## config.mk

```make
export PLATFORM = sky130hd
export DESIGN_NAME = mic_rec_ctrl
export DESIGN_NICKNAME = d
export VERILOG_FILES = /design/src/rtl/mic_rec_ctrl_pkg.sv /design/src/rtl/mic_rec_ctrl_clk_gen.sv /design/src/rtl/mic_rec_ctrl.sv
export SDC_FILE = /design/constraint.sdc
export NUM_CORES = 1
export LEC_CHECK = 0
export BUFFER_PORTS_ARGS = -buffer_cell sky130_fd_sc_hd__buf_2
export CORE_ASPECT_RATIO = 0.6
export CORE_UTILIZATION = 56
export CTS_CLUSTER_SIZE = 25
export DETAILED_ROUTE_END_ITERATION = 16
export GPL_TIMING_DRIVEN = 0
export PLACE_DENSITY = 0.81
export SLEW_MARGIN = 15
export SYNTH_ARGS = -nofsm -noshare
export SYNTH_HDL_FRONTEND = slang
export SYNTH_SLANG_ARGS = --single-unit
```

## constraint.sdc

```tcl
create_clock -name clk -period 2 [get_ports clk]
set_input_delay 0.6 -clock clk [delete_from_list [all_inputs] [get_ports clk]]
set_output_delay 0.6 -clock clk [all_outputs]
set_load 0.02 [all_outputs]
```

## src/rtl/mic_rec_ctrl_pkg.sv

```systemverilog
// Shared definitions for the microphone record/playback sequencer.
// Holds the state encoding, default parameter values and width helpers.
package mic_rec_ctrl_pkg;

  typedef enum logic [1:0] {
    IDLE = 2'd0,
    REC  = 2'd1,
    PLAY = 2'd2
  } state_t;

  localparam int DEF_CLK_DIV       = 4;
  localparam int DEF_BITS_PER_WORD = 8;
  localparam int DEF_DEPTH         = 16;
  localparam int DEF_PLAY_DIV      = 32;

  function automatic int countWidth(input int depth);
    return $clog2(depth + 1);
  endfunction

  // Counter width for a 0..n-1 range, never narrower than one bit.
  function automatic int ctrWidth(input int n);
    return (n > 1) ? $clog2(n) : 1;
  endfunction

endpackage

```

## src/rtl/mic_rec_ctrl_clk_gen.sv

```systemverilog
// Microphone bit-clock divider: micClk toggles every CLK_DIV clks while enabled.
// o_rise marks the clk cycle in which micClk goes 0->1.
module mic_clk_gen
  import mic_rec_ctrl_pkg::*;
#(
  parameter int CLK_DIV = DEF_CLK_DIV
) (
  input  logic clk,
  input  logic reset,
  input  logic i_en,
  output logic o_micClk,
  output logic o_rise
);

  localparam int CW = ctrWidth(CLK_DIV);

  logic [CW-1:0] r_div;
  logic          r_micClk;
  logic          w_term;

  assign w_term = (r_div == CW'(CLK_DIV - 1));

  always_ff @(posedge clk or posedge reset) begin
    if (reset) begin
      r_div    <= '0;
      r_micClk <= 1'b0;
    end else if (!i_en) begin
      r_div    <= '0;
      r_micClk <= 1'b0;
    end else if (w_term) begin
      r_div    <= '0;
      r_micClk <= ~r_micClk;
    end else begin
      r_div <= r_div + 1'b1;
    end
  end

  // Gating with the enable drops micClk in the same cycle the sequencer leaves REC.
  assign o_micClk = r_micClk & i_en;
  assign o_rise   = i_en & w_term & ~r_micClk;

endmodule

```

## src/rtl/mic_rec_ctrl.sv

```systemverilog
// Record/playback sequencer for the microfono buffer: packs PDM bits into words,
// paces playback reads and tracks buffer occupancy (full/empty) internally.
module mic_rec_ctrl
  import mic_rec_ctrl_pkg::*;
#(
  parameter int CLK_DIV       = DEF_CLK_DIV,
  parameter int BITS_PER_WORD = DEF_BITS_PER_WORD,
  parameter int DEPTH         = DEF_DEPTH,
  parameter int PLAY_DIV      = DEF_PLAY_DIV
) (
  input  logic                           clk,
  input  logic                           reset,
  input  logic                           rec,
  input  logic                           play,
  input  logic                           micData,
  output logic                           micClk,
  output logic                           wr,
  output logic [BITS_PER_WORD-1:0]       dataOut,
  output logic                           rd,
  output logic [countWidth(DEPTH)-1:0]   wordCount,
  output logic                           full,
  output logic                           empty,
  output logic                           busy
);

  localparam int CNTW = countWidth(DEPTH);
  localparam int BW   = ctrWidth(BITS_PER_WORD);
  localparam int TW   = ctrWidth(PLAY_DIV);

  state_t                   r_state, w_nextState;
  logic                     r_recQ, r_playQ;
  logic [BITS_PER_WORD-2:0] r_shift;
  logic [BW-1:0]            r_bitCnt;
  logic [TW-1:0]            r_playTimer;
  logic                     r_wr, r_rd, r_full, r_empty, r_busy;
  logic [BITS_PER_WORD-1:0] r_dataOut;
  logic [CNTW-1:0]          r_wordCount;

  logic w_recRise, w_recFall, w_playRise, w_playFall;
  logic w_rise, w_wordDone, w_playTick, w_lastWord, w_lastRead;
  logic [BITS_PER_WORD-1:0] w_nextWord;

  mic_clk_gen #(.CLK_DIV(CLK_DIV)) u_clkGen (
    .clk      (clk),
    .reset    (reset),
    .i_en     (r_state == REC),
    .o_micClk (micClk),
    .o_rise   (w_rise)
  );

  assign w_recRise  = rec & ~r_recQ;
  assign w_recFall  = ~rec & r_recQ;
  assign w_playRise = play & ~r_playQ;
  assign w_playFall = ~play & r_playQ;

  assign w_nextWord = {r_shift, micData};
  assign w_wordDone = (r_state == REC) & w_rise & (r_bitCnt == BW'(BITS_PER_WORD - 1));
  assign w_playTick = (r_state == PLAY) & (r_playTimer == TW'(PLAY_DIV - 1));
  assign w_lastWord = (r_wordCount == CNTW'(DEPTH - 1));
  assign w_lastRead = (r_wordCount == CNTW'(1));

  always_ff @(posedge clk or posedge reset) begin
    if (reset) begin
      r_state <= IDLE;
      r_recQ  <= 1'b0;
      r_playQ <= 1'b0;
      r_busy  <= 1'b0;
    end else begin
      r_state <= w_nextState;
      r_recQ  <= rec;
      r_playQ <= play;
      r_busy  <= (w_nextState != IDLE);
    end
  end

  // Aborts take priority over a word or read completing in the same cycle.
  always_comb begin
    w_nextState = r_state;
    case (r_state)
      IDLE: begin
        if (w_recRise && !r_full)        w_nextState = REC;
        else if (w_playRise && !r_empty) w_nextState = PLAY;
      end
      REC: begin
        if (w_recFall)                     w_nextState = IDLE;
        else if (w_wordDone && w_lastWord) w_nextState = IDLE;
      end
      PLAY: begin
        if (w_playFall)                    w_nextState = IDLE;
        else if (w_playTick && w_lastRead) w_nextState = IDLE;
      end
      default: w_nextState = IDLE;
    endcase
  end

  always_ff @(posedge clk or posedge reset) begin
    if (reset) begin
      r_shift     <= '0;
      r_bitCnt    <= '0;
      r_playTimer <= '0;
    end else begin
      if (r_state != REC || w_recFall) begin
        r_shift  <= '0;
        r_bitCnt <= '0;
      end else if (w_rise) begin
        r_shift  <= w_nextWord[BITS_PER_WORD-2:0];
        r_bitCnt <= w_wordDone ? '0 : r_bitCnt + 1'b1;
      end
      if (r_state == PLAY && !w_playFall && !w_playTick) r_playTimer <= r_playTimer + 1'b1;
      else                                               r_playTimer <= '0;
    end
  end

  always_ff @(posedge clk or posedge reset) begin
    if (reset) begin
      r_wr        <= 1'b0;
      r_rd        <= 1'b0;
      r_dataOut   <= '0;
      r_wordCount <= '0;
      r_full      <= 1'b0;
      r_empty     <= 1'b1;
    end else begin
      r_wr <= 1'b0;
      r_rd <= 1'b0;
      if (w_wordDone && !w_recFall) begin
        r_wr        <= 1'b1;
        r_dataOut   <= w_nextWord;
        r_wordCount <= r_wordCount + 1'b1;
        r_full      <= w_lastWord;
        r_empty     <= 1'b0;
      end else if (w_playTick && !w_playFall) begin
        r_rd        <= 1'b1;
        r_wordCount <= r_wordCount - 1'b1;
        r_empty     <= w_lastRead;
        r_full      <= 1'b0;
      end
    end
  end

  assign wr        = r_wr;
  assign rd        = r_rd;
  assign dataOut   = r_dataOut;
  assign wordCount = r_wordCount;
  assign full      = r_full;
  assign empty     = r_empty;
  assign busy      = r_busy;

endmodule

```

Word-level counts from Yosys, hierarchy flattened

Cells that the tools add are included.

Register bits: 40
Bits of input ports: 5
Output and inout port bits: 19
Logic and storage cells: 88

Add/sub/neg operators: 5
Eq/ne operators: 9
Mux-type cells: 26
Bitwise logic cells: 15
Reductions and logical operators: 18

Operator list:

| kind                                             | number |
|---|---|
| two-way mux 2 bit                                | 8 |
| two-way mux 5 bit                                | 3 |
| two-way mux 7 bit                                | 2 |
| adder 5 x 1 -> 5 bit, second input constant      | 2 |
| bitwise AND 1 bit                                | 10 |
| two-way mux 1 bit                                | 9 |
| two-way mux 3 bit                                | 3 |
| logical AND 1 bit                                | 8 |
| case mux 2 bit (3 select lines)                  | 1 |
| nonzero test 2 bit                               | 3 |
| == test 5 x 1 -> 1 bit, second input constant    | 1 |
| == test 5 x 4 -> 1 bit, second input constant    | 1 |
| == test 5 bit, second input constant             | 1 |
| logical NOT 1 bit                                | 5 |
| inverter 1 bit                                   | 5 |
| subtractor 5 x 1 -> 5 bit, second input constant | 1 |
| == test 2 bit, second input constant             | 2 |
| adder 3 x 1 -> 3 bit, second input constant      | 1 |
| == test 3 bit, second input constant             | 1 |
| adder 2 x 1 -> 2 bit, second input constant      | 1 |
| == test 2 x 1 -> 1 bit, second input constant    | 1 |
| logical NOT 2 bit                                | 1 |
| != test 2 x 1 -> 1 bit, second input constant    | 1 |
| != test 2 bit, second input constant             | 1 |
| logical OR 1 bit                                 | 1 |

Depth between registers and ports, before layout

Gate-level depths: netlist of run 1.

Depth in word-level cells: 10
Mapped depth: 7
Gate-level depth less buffers: 7

Hierarchy

From an unflattened synthesis of run 1, not the netlist that was laid out.

Cells, all modules: 142
Area, all modules: 1806.7 µm²

Modules (own cells, without submodules):

| module       | instances | cells an instance | area each (µm²) | seq. area each (µm²) |
|---|---|---|---|---|
| mic_rec_ctrl | 1         | 131               | 1669.1          | 927.1 |
| mic_clk_gen  | 1         | 11                | 137.6           | 75.1 |

Worst setup path before layout of run 1

No wires, ideal clock.

Path type: register -> register
Start: reg r_playTimer[0]
End: reg r_wordCount[1], in the netlist wordCount[1]
Setup time: 0.124 ns
Data arrival time: 1.639 ns
Required time: 1.876 ns
Slack: 0.237 ns
Stages on the path, launching flop included: 8
Buffers on the path: 1
Clock period less this slack: 1.763 ns
Cells stage by stage: dfrtp_1 > ha_1 > and3_1 > ha_1 > and4b_1 > clkbuf_1 > nor2b_1 > a211o_1

Word-level cells in the longest chain between the ends: 4

Ends and longest elaborated chain:

| element                             | RTL line            | source |
|---|---|---|
| start: declaration                  | mic_rec_ctrl.sv:34  | `logic [TW-1:0] r_playTimer;` |
| start signal: assignment            | mic_rec_ctrl.sv:109 | `if (r_state == PLAY && !w_playFall && !w_playTick) r_playTimer <= r_playTimer + 1'b1;` |
| == test 5 bit                       | mic_rec_ctrl.sv:58  | `assign w_playTick = (r_state == PLAY) & (r_playTimer == TW'(PLAY_DIV - 1));` |
| bitwise AND 1 bit                   | mic_rec_ctrl.sv:58  |  |
| logical AND 1 bit                   | mic_rec_ctrl.sv:131 | `end else if (w_playTick && !w_playFall) begin` |
| nonzero test 2 bit (no source line) | -                   |  |
| end signal: assignment              | mic_rec_ctrl.sv:128 | `r_wordCount <= r_wordCount + 1'b1;` |
| end signal: assignment              | mic_rec_ctrl.sv:133 | `r_wordCount <= r_wordCount - 1'b1;` |
| end: declaration                    | mic_rec_ctrl.sv:37  | `logic [CNTW-1:0] r_wordCount;` |

No other way between the ends.
A chain may end at the register's enable or synchronous reset.

Final worst setup path of run 1

Start: reg r_state[0]
End: out micClk

Word-level cells in the longest chain between the ends: 2

Ends and longest elaborated chain:

| element                  | RTL line                   | source |
|---|---|---|
| start: declaration       | mic_rec_ctrl.sv:30         | `state_t r_state, w_nextState;` |
| start signal: assignment | mic_rec_ctrl.sv:69         | `r_state <= w_nextState;` |
| == test 2 x 1 -> 1 bit   | mic_rec_ctrl.sv:46         | `.i_en (r_state == REC),` |
| bitwise AND 1 bit        | mic_rec_ctrl_clk_gen.sv:39 | `assign o_micClk = r_micClk & i_en;` |
| end: declaration         | mic_rec_ctrl.sv:16         | `output logic micClk,` |

No other way between the ends.

==> impl_metrics.toml, run 1 <==
[outcome]
status = "finished, final reports clean"

[drt]
ant_nets = 0
viasPerCell = 5.50
post_drt_wl_per_cell_um = 15.4
drc = 0
drtPass1Iterations = 4
drt_iter0_drc = 69
via_count = 1248
drt-total-wl_um = 3490

[floorplan]
start_util = 0.608
dieWidth_um = 75
die_area_um2 = 3440
io_pins = 24
fp-row-count = 15
coreArea_um2 = 2950
die_h_um = 45.8

[worst_setup_path]
worstPathRequired_ps = 1400
setup.worst_path.class = "reg2out"
startpoint = "r_state[0]"
r2r_cells = 6
reg2reg_to = "dataOut[2]"
path_cells = "nor2b_1 -> and2_1 -> buf_2"
critPathBufInv = 1
r2r_start = "r_bitCnt[0]"
r2r_slack_ps = 120
critPathCapture = "micClk"
worst-path-stages = 3
end_kind = "primary output"
worstPathArrival_ps = 1310
worstPathMaxFanout = 8
worst_setup_path_start_kind = "flip-flop"
max_stage_delay_ps = 480
critPathSlowestCell = "dfrtp_1"
cpLargestDelayFamily = "flip-flops"

[finish]
final_cell_count_no_fill = 227
multi_input_area_um2 = 752
antenna_cells = 0
final_nets = 198
finish.utilization = 0.722
seqCellArea_um2 = 1000
layout-drive-gt1-share = 0.276
areaGrowthSynthToFinish_pct = 18.9
n_fill_cell = 211

[synthesis]
ys_seq_elements = 40
synth_nets = 166
yosysUniqueCellTypes = 36
synth-seq-area-share = 0.560
netlist_instances = 152
syn_area_um2 = 1790
synthFlopType = "dfrtp_1"
ys_async_sr_fraction = 1.00
yosys_warnings = 0
syn_area_per_cell_um2 = 11.8
synth_edf_count = 0

[sta]
whs_ps = 167
finalHoldViolCount = 0
maxSlewViolCount = 0
fin_crit_ps = 1910
setup_viol = 0
worstMarginPinSlew_ps = 437
rsz0062_at_grt = "no"
maxSlewHeadroom = 0.709
fmax_ghz = 0.524
finClkSkew_ps = 7.54
finalCritPeriodShare = 0.955
setup_tns_ps = 0
fin_ws_ps = 90.6

[global_route]
grt.total_usage = 0.238
antenna_found_initial = 0
busiest_layer = "met2"
use_met1 = 0.335
use_met3 = 0.0597
grt_pass1_vias = 1178
grt_overflow_total = 0
grt_max_degree = 38
grt_pass1_wl_um = 5690
gr-usage-met2 = 0.350

[power]
powerDensity_nw_per_um2 = 869
peakVddDrop_mv = 0.825
p_leak_nw = 1.05

[cts]
clk_pin_slew_worst_paths_ps = 70
clock_path_buffers = 2
cts_sinks = 40
cts_buffers = 5
clock_latency_ps = 290
root_buffer = "clkbuf_8"
holdBufCountCts = 0
cts_tree = "built"
h-tree-depth = 2

[place]
io_buffers = 23
preCtsSetupSlack_ps = 69.3
gp_congestion = 0.783
hpwl_um = 2390
dp.cells = 218

[worst_hold_path]
hold_class = "in2async"

[flow_run]
drv_cap = 0
cells in the final DEF, fill, tap and decap left out, drive strengths merged, types with 6 or more instances in the layout:
master	Yosys	routed
mux2	8	8
nor2	7	7
dfrtp	39	39
buf	1	27
inv	7	7
nand2	20	20
nand2b	6	6
a21oi	12	12
ha	9	9
clkbuf	3	9
cells by family (layout without fill, tap and decap cells):
group | Yosys count | after routing | synth area share
AOI/OAI and AO/OA | 20 | 20 | 0.0699
adders and majority gates | 9 | 9 | 0.0629
DFF | 40 | 40 | 0.560
muxes | 9 | 9 | 0.0685
and+or+nand+nor | 57 | 57 | 0.182
xor gates and xnor gates | 6 | 6 | 0.0293
buffers and inverters | 11 | 44 | 0.0273
repair_timing:
| item | 4_1_cts | 5_1_grt |
|---|---|---|
| resized for setup | 0 | 2 |
| endpoints found under the setup margin | 0 | 9 |
| setup buffers | 0 | 2 |
layout make-up:
class                   count  share of cell area
flip-flops and latches     40               0.471
plain buffers               3             0.00882
well taps                  42              0.0247
clock buffers               7              0.0453
repair buffers             26              0.0705
inverters                   7              0.0123
multi-input cells         101               0.353
clock inverters             1              0.0141
per-layer routing:
metal	vias to the layer above	share of wire
met1	629	0.48
li1	578	-
met3	9	0.047
met2	32	0.46
met4	0	0.018
met5	-	0
cells in the mapped netlist (all sizes together) (2+ instances only):
cell,n,share of area
dfrtp,39,0.55
nand2,20,0.042
a21oi,12,0.034
ha,9,0.063
mux2,8,0.063
inv,7,0.015
nor2,7,0.015
nand2b,6,0.025
xnor2,5,0.024
and3,3,0.010
clkbuf,3,0.0063
nor2b,3,0.010
nor3,3,0.0084
a22o,2,0.0098
a22oi,2,0.0084
and2,2,0.0070
nand3b,2,0.0084
nor4b,2,0.0098
or2,2,0.0070
power by group:
group          leakage [nW]  internal (mW)  switching [mW]
clock                0.0645          0.440           0.273
sequential            0.533          0.862          0.0523
combinational         0.452         0.0892           0.133
total                  1.05           1.39           0.459
stage by stage:
| step | area (um2) | power, mW |
|---|---|---|
| after floorplan | 1790 | 1.08 |
| after global placement | 1960 | 1.13 |
| after detailed placement | 1980 | 1.15 |
| after CTS | 2100 | 1.85 |
| after global routing | 2130 | 1.93 |
| final | 2130 | 1.85 |
worst register-to-register path, delay by kind of cell, from the launching register on:
family	cells	cell delay, ps
multiplexers	1	320
adder cells (fa/ha/maj)	2	350
buffers and inverters	1	220
flip-flops	1	370
AND/OR/NAND/NOR	2	510
worst min-delay path by stage:
stage	from	end	slack, ps
final	reset	dataOut[1]	170
after global routing	reset	dataOut[1]	170
after CTS	reset	dataOut[1]	170
after detailed placement	u_clkGen.r_div[0]	u_clkGen.r_div[0]	450
after global placement	u_clkGen.r_div[0]	u_clkGen.r_div[0]	420
after floorplan	u_clkGen.r_div[0]	u_clkGen.r_div[0]	410
flip-flops by register name (all words and copies together), names as in the netlist:
signal	flops
busy	1
dataOut	8
empty	1
full	1
r_bitCnt	3
r_playQ	1
r_playTimer	5
r_recQ	1
r_shift	7
r_state	2
rd	1
u_clkGen.r_div	2
u_clkGen.r_micClk	1
wordCount	5
wr	1
No activity file was read; power rests on OpenSTA's default activity.
==> run 2: changes to the inputs <==
--- a/config.mk
+++ b/config.mk
@@ -11,7 +11,7 @@
 export CTS_CLUSTER_SIZE = 25
 export DETAILED_ROUTE_END_ITERATION = 16
 export GPL_TIMING_DRIVEN = 0
-export PLACE_DENSITY = 0.81
+export PLACE_DENSITY = 0.78
 export SLEW_MARGIN = 15
 export SYNTH_ARGS = -nofsm -noshare
 export SYNTH_HDL_FRONTEND = slang
==> run 2 against run 1 <==
Clock skew grew 0.99 ps. Flip-flop and latch count did not move. Design area shrank 0.76%. Largest cell class unchanged. Highest routed layer unchanged.
==> impl_metrics.toml, run 2 (same netlist as run 1, synthesis figures left out) <==
[worst_setup_path]
max_stage_delay_ps = 410
crit_top_cell = "ha_1"
r2r_start = "r_playTimer[0]"
end_kind = "flip-flop"
path_cells = "ha_1 -> and3_1 -> ha_1 -> and4b_1 -> nor2b_1 -> a211o_1"
worst_setup_path_start_kind = "flip-flop"
critPathSlowestCell = "dfrtp_1"
reg2reg_to = "wordCount[1]"
setup.worst_path.class = "reg2reg"
worstPathMaxFanout = 7
worstPathArrival_ps = 2080
startpoint = "r_playTimer[0]"
r2r_slack_ps = 100
worstPathRequired_ps = 2180
r2r_cells = 6

[power]
peakVddDrop_mv = 0.665
finalPower_mw = 1.79
powerDensity_nw_per_um2 = 847
p_leak_nw = 1.04

[floorplan]
start_util = 0.608
die_area_um2 = 3440
io_pins = 24
die_h_um = 45.8
coreArea_um2 = 2950
fp-row-count = 15
dieWidth_um = 75

[place]
hpwl_um = 2530
io_buffers = 23
gp_congestion = 0.755
placed_area_um2 = 1980

[cts]
cts_tree = "built"
clock_path_buffers = 2
clock_latency_ps = 290
cts_buffers = 5
cts_sinks = 40
h-tree-depth = 2
clk_pin_slew_worst_paths_ps = 80
holdBufCountCts = 0
root_buffer = "clkbuf_8"

[sta]
worstMarginPinSlew_ps = 479
maxSlewViolCount = 0
finalCritPeriodShare = 0.952
maxSlewHeadroom = 0.676
finClkSkew_ps = 8.53
fin_crit_ps = 1900
finalHoldViolCount = 0
setup_viol = 0
rsz0062_at_grt = "no"
fmax_ghz = 0.525
setup_tns_ps = 0

[finish]
n_fill_cell = 224
areaGrowthSynthToFinish_pct = 18.0
multi_input_area_um2 = 742
fin_area_um2 = 2110
antenna_cells = 0
final_nets = 199
layout-drive-gt1-share = 0.280
seqCellArea_um2 = 1000
layout_common_cells = "38 x dfrtp_1, 23 x buf_2, 20 x nand2_1, 12 x a21oi_1, 9 x ha_1"
largest_register_ffs = 8
layout_commonest_cell = "dfrtp_1"

[drt]
drc = 0
drtPass1Iterations = 4
drt_iter0_drc = 124
ant_nets = 0
post_drt_wl_per_cell_um = 15.2
viasPerCell = 5.36
drt-total-wl_um = 3460
via_count = 1221

[worst_hold_path]
hold_class = "in2async"

[global_route]
grt_overflow_total = 0
grt_pass1_wl_um = 5530
grt_pass1_vias = 1197
grt_max_degree = 28
antenna_found_initial = 0
grt.total_usage = 0.225

[flow_run]
drv_cap = 0

[outcome]
status = "finished, final reports clean"
run 2: metrics by stage:
step / cells / util / hold WS, ps / setup slack (ps)
finish: 228 / 0.717 / 257 / 95.1
global route: 228 / 0.717 / 273 / 15.8
CTS: 226 / 0.709 / 268 / -1.72
detailed placement: 218 / 0.671 / 431 / 16.3
global placement: 217 / 0.665 / 423 / 34.8
floorplan: 152 / - / 413 / 237
run 2: layout make-up:
type	instances	area share
buffer	3	0.00889
clock buffer	5	0.0326
clock inverter	3	0.0201
inverter	7	0.0124
multi-input combinational	101	0.351
sequential	40	0.475
tap	42	0.0249
timing repair buffer	27	0.0746
run 2: where the power goes:
part	total (mW)	internal [mW]	switching (mW)	leakage [nW]
logic	0.225	0.0908	0.135	0.455
clock network	0.647	0.369	0.278	0.0541
registers	0.917	0.864	0.0536	0.531
total	1.79	1.32	0.466	1.04
run 2: what timing repair did:
item / in CTS / in global routing
resized for setup: 0 / 2
setup buffers: 0 / 3
endpoints found under the setup margin: 1 / 13
pin swaps: 0 / 1
run 2: worst max-delay path by stage:
stage	slack, ps	cells past startpoint	endpoint
floorplan	240	7	wordCount[1]
global placement	30	2	r_state[0]
detailed placement	20	7	wordCount[1]
CTS	-2	7	empty
global route	20	6	wordCount[1]
finish	100	6	wordCount[1]
run 2: critical path, delay by kind of cell (launching register included):
family	cells	cell delay [ps]
simple gates	3	670
flops	1	410
compound gates	1	260
fa+ha+maj	2	460
run 2: per-layer routing:
| metal | part of all wire | GRT usage | vias up |
|---|---|---|---|
| met1 | 0.50 | 0.304 | 605 |
| li1 | - | - | 586 |
| met4 | 0.0038 | 0.0566 | 0 |
| met5 | 0 | 0 | - |
| met3 | 0.038 | 0.0597 | 4 |
| met2 | 0.46 | 0.366 | 26 |
